===== config.mk =====
export PLATFORM = sky130hd
export DESIGN_NAME = adc_frame_unpacker
export DESIGN_NICKNAME = d
export VERILOG_FILES = /design/src/rtl/adc_frame_unpacker.sv
export SDC_FILE = /design/constraint.sdc
export NUM_CORES = 1
export LEC_CHECK = 0
export CAP_MARGIN = 30
export CORE_MARGIN = 2
export CORE_UTILIZATION = 55
export CTS_CLUSTER_SIZE = 25
export DETAILED_ROUTE_END_ITERATION = 16
export DONT_BUFFER_PORTS = 1
export PLACE_DENSITY = 0.82
export SYNTH_ARGS = -nofsm -noshare
export SYNTH_HDL_FRONTEND = slang
export SYNTH_SLANG_ARGS = --single-unit

===== constraint.sdc =====
create_clock -name SCLK -period 2.6 [get_ports SCLK]
set_input_delay 0.65 -clock SCLK [delete_from_list [all_inputs] [get_ports SCLK]]
set_output_delay 0.65 -clock SCLK [all_outputs]
set_load 0.01 [all_outputs]

===== src/rtl/adc_frame_unpacker.sv =====
// -----------------------------------------------------------------------------
// adc_frame_unpacker
//
// Splits 128-bit frames from the ADC SPI interface into eight 16-bit channel
// samples and streams them one per valid/ready handshake. An ACTIVE register
// drains the current frame while a PENDING register holds one further frame,
// so a new frame may arrive while the previous one is still draining. Frames
// that find both registers occupied are dropped and flagged.
//
// Ports:
//   SCLK          system clock, rising edge
//   RST_N         asynchronous active-low reset
//   FRAME_IN      completed frame, valid only while FRAME_VALID is high
//   FRAME_VALID   single-cycle frame strobe
//   SAMPLE_OUT    current channel sample (channel 0 = FRAME_IN MSBs)
//   CH_ID         channel index of SAMPLE_OUT
//   SAMPLE_VALID  SAMPLE_OUT/CH_ID valid
//   SAMPLE_READY  downstream accepts the sample
//   LAST          SAMPLE_VALID with CH_ID == 7
//   BUSY          ACTIVE register occupied
//   OVERFLOW      sticky dropped-frame flag
//   OVF_CLR       clears OVERFLOW (a simultaneous drop wins)
//   FRAME_CNT     accepted frames, wraps
// -----------------------------------------------------------------------------
module adc_frame_unpacker #(
  parameter int FRAME_W  = 128,
  parameter int SAMPLE_W = 16,
  parameter int CNT_W    = 16
) (
  input  logic                SCLK,
  input  logic                RST_N,
  input  logic [FRAME_W-1:0]  FRAME_IN,
  input  logic                FRAME_VALID,
  output logic [SAMPLE_W-1:0] SAMPLE_OUT,
  output logic [2:0]          CH_ID,
  output logic                SAMPLE_VALID,
  input  logic                SAMPLE_READY,
  output logic                LAST,
  output logic                BUSY,
  output logic                OVERFLOW,
  input  logic                OVF_CLR,
  output logic [CNT_W-1:0]    FRAME_CNT
);

  localparam int NUM_CH = FRAME_W / SAMPLE_W;
  localparam logic [2:0] LAST_CH = 3'(NUM_CH - 1);

  localparam logic [0:0] ST_IDLE   = 1'b0;
  localparam logic [0:0] ST_STREAM = 1'b1;

  // Channel k sits at the top of the frame for k = 0 (frame is shifted MSB-first).
  function automatic logic [SAMPLE_W-1:0] channel_of(input logic [FRAME_W-1:0] frame,
                                                     input logic [2:0]         ch);
    channel_of = frame[FRAME_W-1-(int'(ch)*SAMPLE_W) -: SAMPLE_W];
  endfunction

  logic [0:0]          state_q,    state_d;
  logic [FRAME_W-1:0]  active_q,   active_d;
  logic [FRAME_W-1:0]  pend_q,     pend_d;
  logic                pend_vld_q, pend_vld_d;
  logic [2:0]          ch_q,       ch_d;
  logic [CNT_W-1:0]    cnt_q,      cnt_d;
  logic                ovf_q,      ovf_d;
  logic [SAMPLE_W-1:0] sample_q,   sample_d;
  logic                valid_q,    valid_d;
  logic                last_q,     last_d;

  logic hs_s;
  logic last_hs_s;
  logic accept_s;
  logic drop_s;

  // Next-state logic: handshake, frame routing into ACTIVE/PENDING, drop detection.
  always_comb begin
    state_d    = state_q;
    active_d   = active_q;
    pend_d     = pend_q;
    pend_vld_d = pend_vld_q;
    ch_d       = ch_q;
    cnt_d      = cnt_q;
    ovf_d      = ovf_q;
    accept_s   = 1'b0;
    drop_s     = 1'b0;

    hs_s      = (state_q == ST_STREAM) && SAMPLE_READY;
    last_hs_s = hs_s && (ch_q == LAST_CH);

    case (state_q)
      ST_IDLE: begin
        if (FRAME_VALID) begin
          active_d = FRAME_IN;
          ch_d     = 3'd0;
          state_d  = ST_STREAM;
          accept_s = 1'b1;
        end else begin
          state_d = ST_IDLE;
        end
      end

      ST_STREAM: begin
        // Drain side: advance the channel, or refill ACTIVE on the last handshake.
        // The older (pending) frame takes priority over a frame arriving now.
        if (hs_s) begin
          if (ch_q != LAST_CH) begin
            ch_d = ch_q + 3'd1;
          end else if (pend_vld_q) begin
            active_d   = pend_q;
            ch_d       = 3'd0;
            pend_vld_d = 1'b0;
          end else if (FRAME_VALID) begin
            active_d = FRAME_IN;
            ch_d     = 3'd0;
            accept_s = 1'b1;
          end else begin
            state_d = ST_IDLE;
          end
        end else begin
          ch_d = ch_q;
        end

        // Fill side: PENDING accepts a frame if empty, or if it is emptying
        // into ACTIVE this very cycle. A frame going straight into ACTIVE
        // was already handled above.
        if (FRAME_VALID) begin
          if (pend_vld_q && !last_hs_s) begin
            drop_s = 1'b1;
          end else if (!(last_hs_s && !pend_vld_q)) begin
            pend_d     = FRAME_IN;
            pend_vld_d = 1'b1;
            accept_s   = 1'b1;
          end else begin
            pend_vld_d = 1'b0;
          end
        end else begin
          drop_s = 1'b0;
        end
      end

      default: begin
        state_d    = ST_IDLE;
        pend_vld_d = 1'b0;
        ch_d       = 3'd0;
      end
    endcase

    // Drop sets the sticky flag even when a clear arrives in the same cycle.
    if (drop_s) begin
      ovf_d = 1'b1;
    end else if (OVF_CLR) begin
      ovf_d = 1'b0;
    end else begin
      ovf_d = ovf_q;
    end

    if (accept_s) begin
      cnt_d = cnt_q + {{(CNT_W-1){1'b0}}, 1'b1};
    end else begin
      cnt_d = cnt_q;
    end

    // Output registers are loaded from next-state values so the sample shows
    // one clock after the frame strobe and never bubbles between frames.
    valid_d  = (state_d == ST_STREAM);
    sample_d = channel_of(active_d, ch_d);
    last_d   = valid_d && (ch_d == LAST_CH);
  end

  // State and output registers; reset discards both frame buffers immediately.
  always_ff @(posedge SCLK or negedge RST_N) begin
    if (!RST_N) begin
      state_q    <= ST_IDLE;
      active_q   <= {FRAME_W{1'b0}};
      pend_q     <= {FRAME_W{1'b0}};
      pend_vld_q <= 1'b0;
      ch_q       <= 3'd0;
      cnt_q      <= {CNT_W{1'b0}};
      ovf_q      <= 1'b0;
      sample_q   <= {SAMPLE_W{1'b0}};
      valid_q    <= 1'b0;
      last_q     <= 1'b0;
    end else begin
      state_q    <= state_d;
      active_q   <= active_d;
      pend_q     <= pend_d;
      pend_vld_q <= pend_vld_d;
      ch_q       <= ch_d;
      cnt_q      <= cnt_d;
      ovf_q      <= ovf_d;
      sample_q   <= sample_d;
      valid_q    <= valid_d;
      last_q     <= last_d;
    end
  end

  assign SAMPLE_OUT   = sample_q;
  assign CH_ID        = ch_q;
  assign SAMPLE_VALID = valid_q;
  assign LAST         = last_q;
  assign BUSY         = valid_q;
  assign OVERFLOW     = ovf_q;
  assign FRAME_CNT    = cnt_q;

endmodule


Yosys cells after proc, flatten, opt, wreduce, memory -nomap -nowiden
Cells that the tools add are included.
{ "word_totals": {"register_bits": 295, "inputBits": 133, "output_inout_bits": 39, "elab_cells": 60} }
{ "op_classes": {"addsub": 3, "n_eq_ne": 3, "shifts": 1, "mux": 32, "bitwise_logic": 3, "n_reduce_logical": 9} }
{ "op_table": {"columns": ["op", "n"], "rows": [
  ["128-bit 2-to-1 mux", 4],
  ["128-bit one-hot mux with 2 select lines", 1],
  ["143-bit by 8-bit variable part select with 16-bit output", 1],
  ["1-bit 2-to-1 mux", 20],
  ["16-bit by 1-bit adder with 16-bit output, second input constant", 1],
  ["3-bit 2-to-1 mux", 4],
  ["7-bit by 7-bit subtractor with 8-bit output, first input constant", 1],
  ["3-bit == test, second input constant", 2],
  ["3-bit one-hot mux with 2 select lines", 1],
  ["1-bit logical AND", 5],
  ["1-bit one-hot mux with 2 select lines", 2],
  ["4-bit AND reduction", 1],
  ["3-bit by 1-bit adder with 3-bit output, second input constant", 1],
  ["3-bit != test, second input constant", 1],
  ["1-bit inverter", 3],
  ["1-bit logical NOT", 2],
  ["2-bit nonzero test", 1]
]} }

Depth between registers and ports, before layout
Gate-level depths: netlist (run 1).
{ "depth": {"depth_word": 8, "depth_mapped": 12, "ltp_nobuf": 10} }

Least setup slack after synthesis (run 1)
OpenSTA, ideal clock, no wires.
{ "synth_timing": {"path_type": "reg2reg", "start": "register ch_q[1], in the netlist CH_ID[1]", "end": "register sample_q[12], in the netlist SAMPLE_OUT[12]", "setup_time_ps": 67, "t_arrival_ps": 2396, "t_required_ps": 2533, "setup_slack_ps": 137, "path_stages_with_launch": 12, "path_buffers": 2, "period_less_slack_ps": 2463, "path_cell_list": "dfrtp_1 -> ha_1 -> ha_1 -> nand2b_1 -> a211o_1 -> and2_1 -> buf_6 -> inv_4 -> buf_6 -> mux2_1 -> a221oi_1 -> o2111a_1"} }
{ "synth_between": {"elab_chain_len": 7, "elab_cells_between_ends": 12, "classes_between": "add/sub (2); eq/ne (1); shift (1); mux (8)"} }
{ "synth_lines": {"columns": ["element", "line_no", "text"], "rows": [
  ["start: declaration", "61", "logic [2:0] ch_q, ch_d;"],
  ["start signal: assignment", "186", "ch_q <= ch_d;"],
  ["branches (longest 6 deep; another with 7-bit by 7-bit subtractor with 8-bit output)", null, null],
  ["143-bit by 8-bit variable part select with 16-bit output *", "54", "channel_of = frame[FRAME_W-1-(int'(ch)*SAMPLE_W) -: SAMPLE_W];"],
  ["via sample_d[12]", "64", "logic [SAMPLE_W-1:0] sample_q, sample_d;"],
  ["end signal: assignment", "178", "sample_q <= {SAMPLE_W{1'b0}};"],
  ["end signal: assignment", "189", "sample_q <= sample_d;"],
  ["end: declaration", "64", null]
]} }
Mark *: on every way through the listed nets, which the timed path passes.
A chain may end at the register's enable or synchronous reset.

Worst setup path after layout (run 1)
{ "layout_timing": {"start": "register ch_q[0], in the netlist CH_ID[0]", "end": "register sample_q[5], in the netlist SAMPLE_OUT[5]"} }
The elaborated chain is that of the path after synthesis.

==> results of run 1 <==
[synthesized netlist by cell type, drive strengths merged, types with 2 or more instances]
cell type / number
o22ai: 99
ha: 6
mux2: 132
o21a: 34
nor2: 263
inv: 8
and3: 3
o2111a: 3
clkbuf: 20
nor2b: 2
o311ai: 3
o22a: 2
xnor2: 14
and2: 7
o32ai: 12
o221a: 8
dfrtp: 295
nand2: 31
a221oi: 4
mux2i: 48
nand2b: 4
nand3: 9
a211o: 4
a21oi: 48
buf: 68
o21ai: 19
nor3: 45
or2: 9
nand4: 5
a2111oi: 12
o211ai: 3
a22oi: 2
[report_power, final]
group	switching [mW]	internal, mW
registers	1.21	6.85
logic	3.85	3.35
clock network	1.86	2.78
[final timing paths]
kind / start / end / slack (ns) / depth (start not counted)
hold / removal: RST_N / FRAME_CNT[15]$_DFFE_PN0P_ / -0.21 / 0
setup / recovery: CH_ID[0]$_DFF_PN0_ / SAMPLE_OUT[5]$_DFF_PN0_ / 0.04 / 10
min in group SCLK: OVF_CLR / OVERFLOW$_DFFE_PN0P_ / 0.19 / 1
hold reg to reg: pend_q[92]$_DFFE_PN0P_ / pend_q[92]$_DFFE_PN0P_ / 0.50 / 1
setup reg to reg: CH_ID[0]$_DFF_PN0_ / SAMPLE_OUT[5]$_DFF_PN0_ / 0.04 / 10
max in group asynchronous: RST_N / active_q[69]$_DFF_PN0_ / 2.28 / 0
[cell families after synthesis]
family | after synthesis | synth area share, %
AND/OR/NAND/NOR | 382 | 12.0
flip-flops | 295 | 54.8
adder cells (fa/ha/maj) | 6 | 0.557
multiplexers | 180 | 14.6
XOR/XNOR | 15 | 0.974
AO/OA/AOI/OAI | 258 | 13.6
buffers and inverters | 96 | 3.54
[worst max-delay path: cells and delay by family (launching register included)]
kind,cells,cell delay (ns)
compound gates,4,0.93
simple gates,1,0.24
flops,1,0.38
fa+ha+maj,2,0.42
buf+inv,3,0.51
[repair_timing]
item | in CTS | in global routing
setup buffers | 0 | 3
endpoints found under the setup margin | 3 | 16
endpoints found under the hold margin | 295 | 295
pin swaps | 0 | 7
gates resized for setup | 1 | 19
gates cloned | 0 | 4
[placed cells by master (no fill, tap or decap), types with 5 or more instances in the layout]
cell type	instances
sky130_fd_sc_hd__a2111oi_2	12
sky130_fd_sc_hd__a21oi_1	47
sky130_fd_sc_hd__and2_1	5
sky130_fd_sc_hd__buf_12	14
sky130_fd_sc_hd__buf_4	40
sky130_fd_sc_hd__clkbuf_16	35
sky130_fd_sc_hd__clkbuf_8	7
sky130_fd_sc_hd__clkinv_2	5
sky130_fd_sc_hd__dfrtp_1	294
sky130_fd_sc_hd__diode_2	5
sky130_fd_sc_hd__ha_1	5
sky130_fd_sc_hd__inv_1	7
sky130_fd_sc_hd__mux2_2	129
sky130_fd_sc_hd__mux2i_1	47
sky130_fd_sc_hd__nand2_1	30
sky130_fd_sc_hd__nand3_1	8
sky130_fd_sc_hd__nand4_1	5
sky130_fd_sc_hd__nor2_1	259
sky130_fd_sc_hd__nor3_1	41
sky130_fd_sc_hd__o21a_1	34
sky130_fd_sc_hd__o21ai_0	7
sky130_fd_sc_hd__o21ai_1	11
sky130_fd_sc_hd__o221a_2	8
sky130_fd_sc_hd__o22ai_1	99
sky130_fd_sc_hd__o32ai_1	9
sky130_fd_sc_hd__or2_2	8
sky130_fd_sc_hd__xnor2_1	14
[layer usage]
metal / track usage [%] / part of all wire (%) / vias up
li1: - / - / 4438
met1: 36.4 / 39 / 5052
met2: 43.8 / 47 / 488
met3: 8.19 / 9.3 / 99
met4: 11.5 / 4.6 / 2
met5: 0 / 0.048 / -
[state kept, by name (all words and copies together) (netlist names)]
register    flops
CH_ID           3
FRAME_CNT      16
pend_q        128
pend_vld_q      1
active_q      128
SAMPLE_OUT     16
OVERFLOW        1
BUSY            1
LAST            1
[layout make-up]
class                      count  area share (%)
tap                          324            2.64
timing repair buffer          61            4.76
antenna                        5          0.0814
clock buffer                  41            5.75
inverter                       8           0.212
sequential                   295            48.1
multi-input combinational    841            37.2
clock inverter                15            1.27
==> impl_summary.log, run 1 <==
[metrics] outcome: finished with violations
[metrics] violated checks: hold timing
[metrics] placeable core region: ~0.024 mm²
[metrics] via count of the first global-routing pass: about 10000
[metrics] floorplan die width: around 160 µm
[metrics] TritonRoute pass-1 iters: 5
[metrics] cell chain of the critical path: ha_1, ha_4, and2_2, a31oi_4, buf_12, buf_12, o22ai_1, o311ai_1, buf_4, o2111a_1
[metrics] DRC violation count after routing: 0
[metrics] finished layout cell area: ~0.015 mm²
[metrics] Clock Path Buffers: 3
[metrics] H-Tree Depth: 1
[metrics] average vias per placed instance: approximately 6.3
[metrics] maximum number of pins on one net before global-route repair: 296
[metrics] final critical delay including setup and external delays: between 2 and 3 ns
[metrics] Post-layout nets: roughly 1400
[metrics] clock sink count: about 300
[metrics] Syn Nets: ~1400
[metrics] number of synthesized register bits: about 300
[metrics] first-pass GRT wire length: between 50 and 60 mm
[metrics] nature of the critical path startpoint: flop
[metrics] buffers added on ports: 0
[metrics] type of element capturing the critical path: flop
[metrics] required arrival time at the worst endpoint: ~3.1 ns
[metrics] cell types with the largest area share after synthesis: sky130_fd_sc_hd__dfrtp_1, sky130_fd_sc_hd__mux2_2, sky130_fd_sc_hd__nor2_1
[metrics] Multi-input gate area: between 0.005 and 0.006 mm²
[metrics] Total Routed Length: roughly 37 mm
[metrics] f_max: between 300 and 400 MHz
[metrics] distinct cell type count of the synthesized netlist: 56
[metrics] setup clock skew after layout: 0.00756 ns
[metrics] data arrival time at the worst-slack endpoint: 3.05 ns
[metrics] grt ovf: 0
[metrics] area overhead of the layout relative to synthesis: 14.0%
[metrics] synthesized area divided by synthesized cell count: ~11 µm²
[metrics] post-detail-place hpwl: about 24 mm
[metrics] portion of the clock cycle consumed by the worst path in the final layout: between 90% and 100%
[metrics] starting utilization of the core area: a little under three fifths
[metrics] Placed Cells: between 1500 and 2000
[metrics] clock tree from TritonCTS: yes
[metrics] Max FO, Critical Path: 10
[metrics] die boundary height: roughly 160 µm
[metrics] final setup violation count: 0
[metrics] share of post-route cells with drive strength above 1: a little under a quarter
[metrics] area fraction of the dominant cell type after synthesis: a little over half
[metrics] count of flip-flops with a built-in enable after synthesis: 0
[metrics] Worst Tran Pin Value: between 0.6 and 0.7 ns
[metrics] number of placement rows: 57
[metrics] CTS clock-pin slew for the worst setup and hold paths: 0.07 ns
[metrics] most frequently used flop master after synthesis: sky130_fd_sc_hd__dfrtp_1
[metrics] ratio of total power to cell area: around 1300 mW/mm²
[metrics] number of antenna violations at the first check in global routing: 3
[metrics] CTS Root Cell: sky130_fd_sc_hd__clkbuf_16
[metrics] Place WS: 0.0116 ns
[metrics] full die area: between 0.02 and 0.03 mm²
[metrics] Cell Area, Placed: 0.0140 mm²
[metrics] minimum setup slack in the final design: 0.0422 ns
[metrics] number of pins exceeding their max-slew limit in the final report: 0
[metrics] area of the mapped netlist: around 0.013 mm²
[metrics] cell count after synthesis: approximately 1200
[metrics] Clock Latency Late Sink: 0.56 ns
[metrics] I/O pin count: about 170
[metrics] relative slew slack: between 50% and 60%
[metrics] post-layout power: roughly 20 mW
[metrics] slowest stage cell, crit path: sky130_fd_sc_hd__o311ai_1
[metrics] worst-case hold slack: -0.209 ns
[metrics] yosys synthesis warning count: 0
[metrics] post-detailed-route wirelength per cell: roughly 24 µm
[metrics] final hold violations: between 200 and 300
[metrics] final instance count without filler cells: about 1600
[metrics] Leakage: 6.43 nW
[metrics] Worst IR Drop VDD: 0.753 mV
[metrics] initial drt markers: between 800 and 900
[metrics] footprint of the flip-flops and latches: approximately 0.0074 mm²
[metrics] Critical Path Most Common Cell: sky130_fd_sc_hd__buf_12
[metrics] async set-reset flop share out of synthesis: 100%
[metrics] ANT nets after route: 0
[metrics] gr usage total: approximately 28%
[metrics] library cell with the largest summed area after synthesis: sky130_fd_sc_hd__dfrtp_1
[metrics] crit-path max cell delay: ~0.46 ns
[metrics] Final Util: between 60% and 70%
[metrics] Hold WC Path Type: primary input to async pin
[metrics] routed via count: slightly above 10000
[metrics] final-layout setup total negative slack: 0 ns
[metrics] Filler Cell Count: between 1500 and 2000
[metrics] Routability Congestion: ~0.85
[metrics] Critical Setup Path Class: flop to flop
[metrics] max-cap violation count: 0
[metrics] number of buffers created by CTS: 31
[metrics] part of the Yosys area used for sequential elements: 54.8%
Power figures use the tool's default switching activity.
==> run 2, diff against run 1 <==
--- a/config.mk
+++ b/config.mk
@@ -12,6 +12,7 @@
 export DETAILED_ROUTE_END_ITERATION = 16
 export DONT_BUFFER_PORTS = 1
 export PLACE_DENSITY = 0.82
+export SLEW_MARGIN = 40
 export SYNTH_ARGS = -nofsm -noshare
 export SYNTH_HDL_FRONTEND = slang
 export SYNTH_SLANG_ARGS = --single-unit
==> results of run 2 <==
Final layout, timing and power as in run 1 (identical DEF).
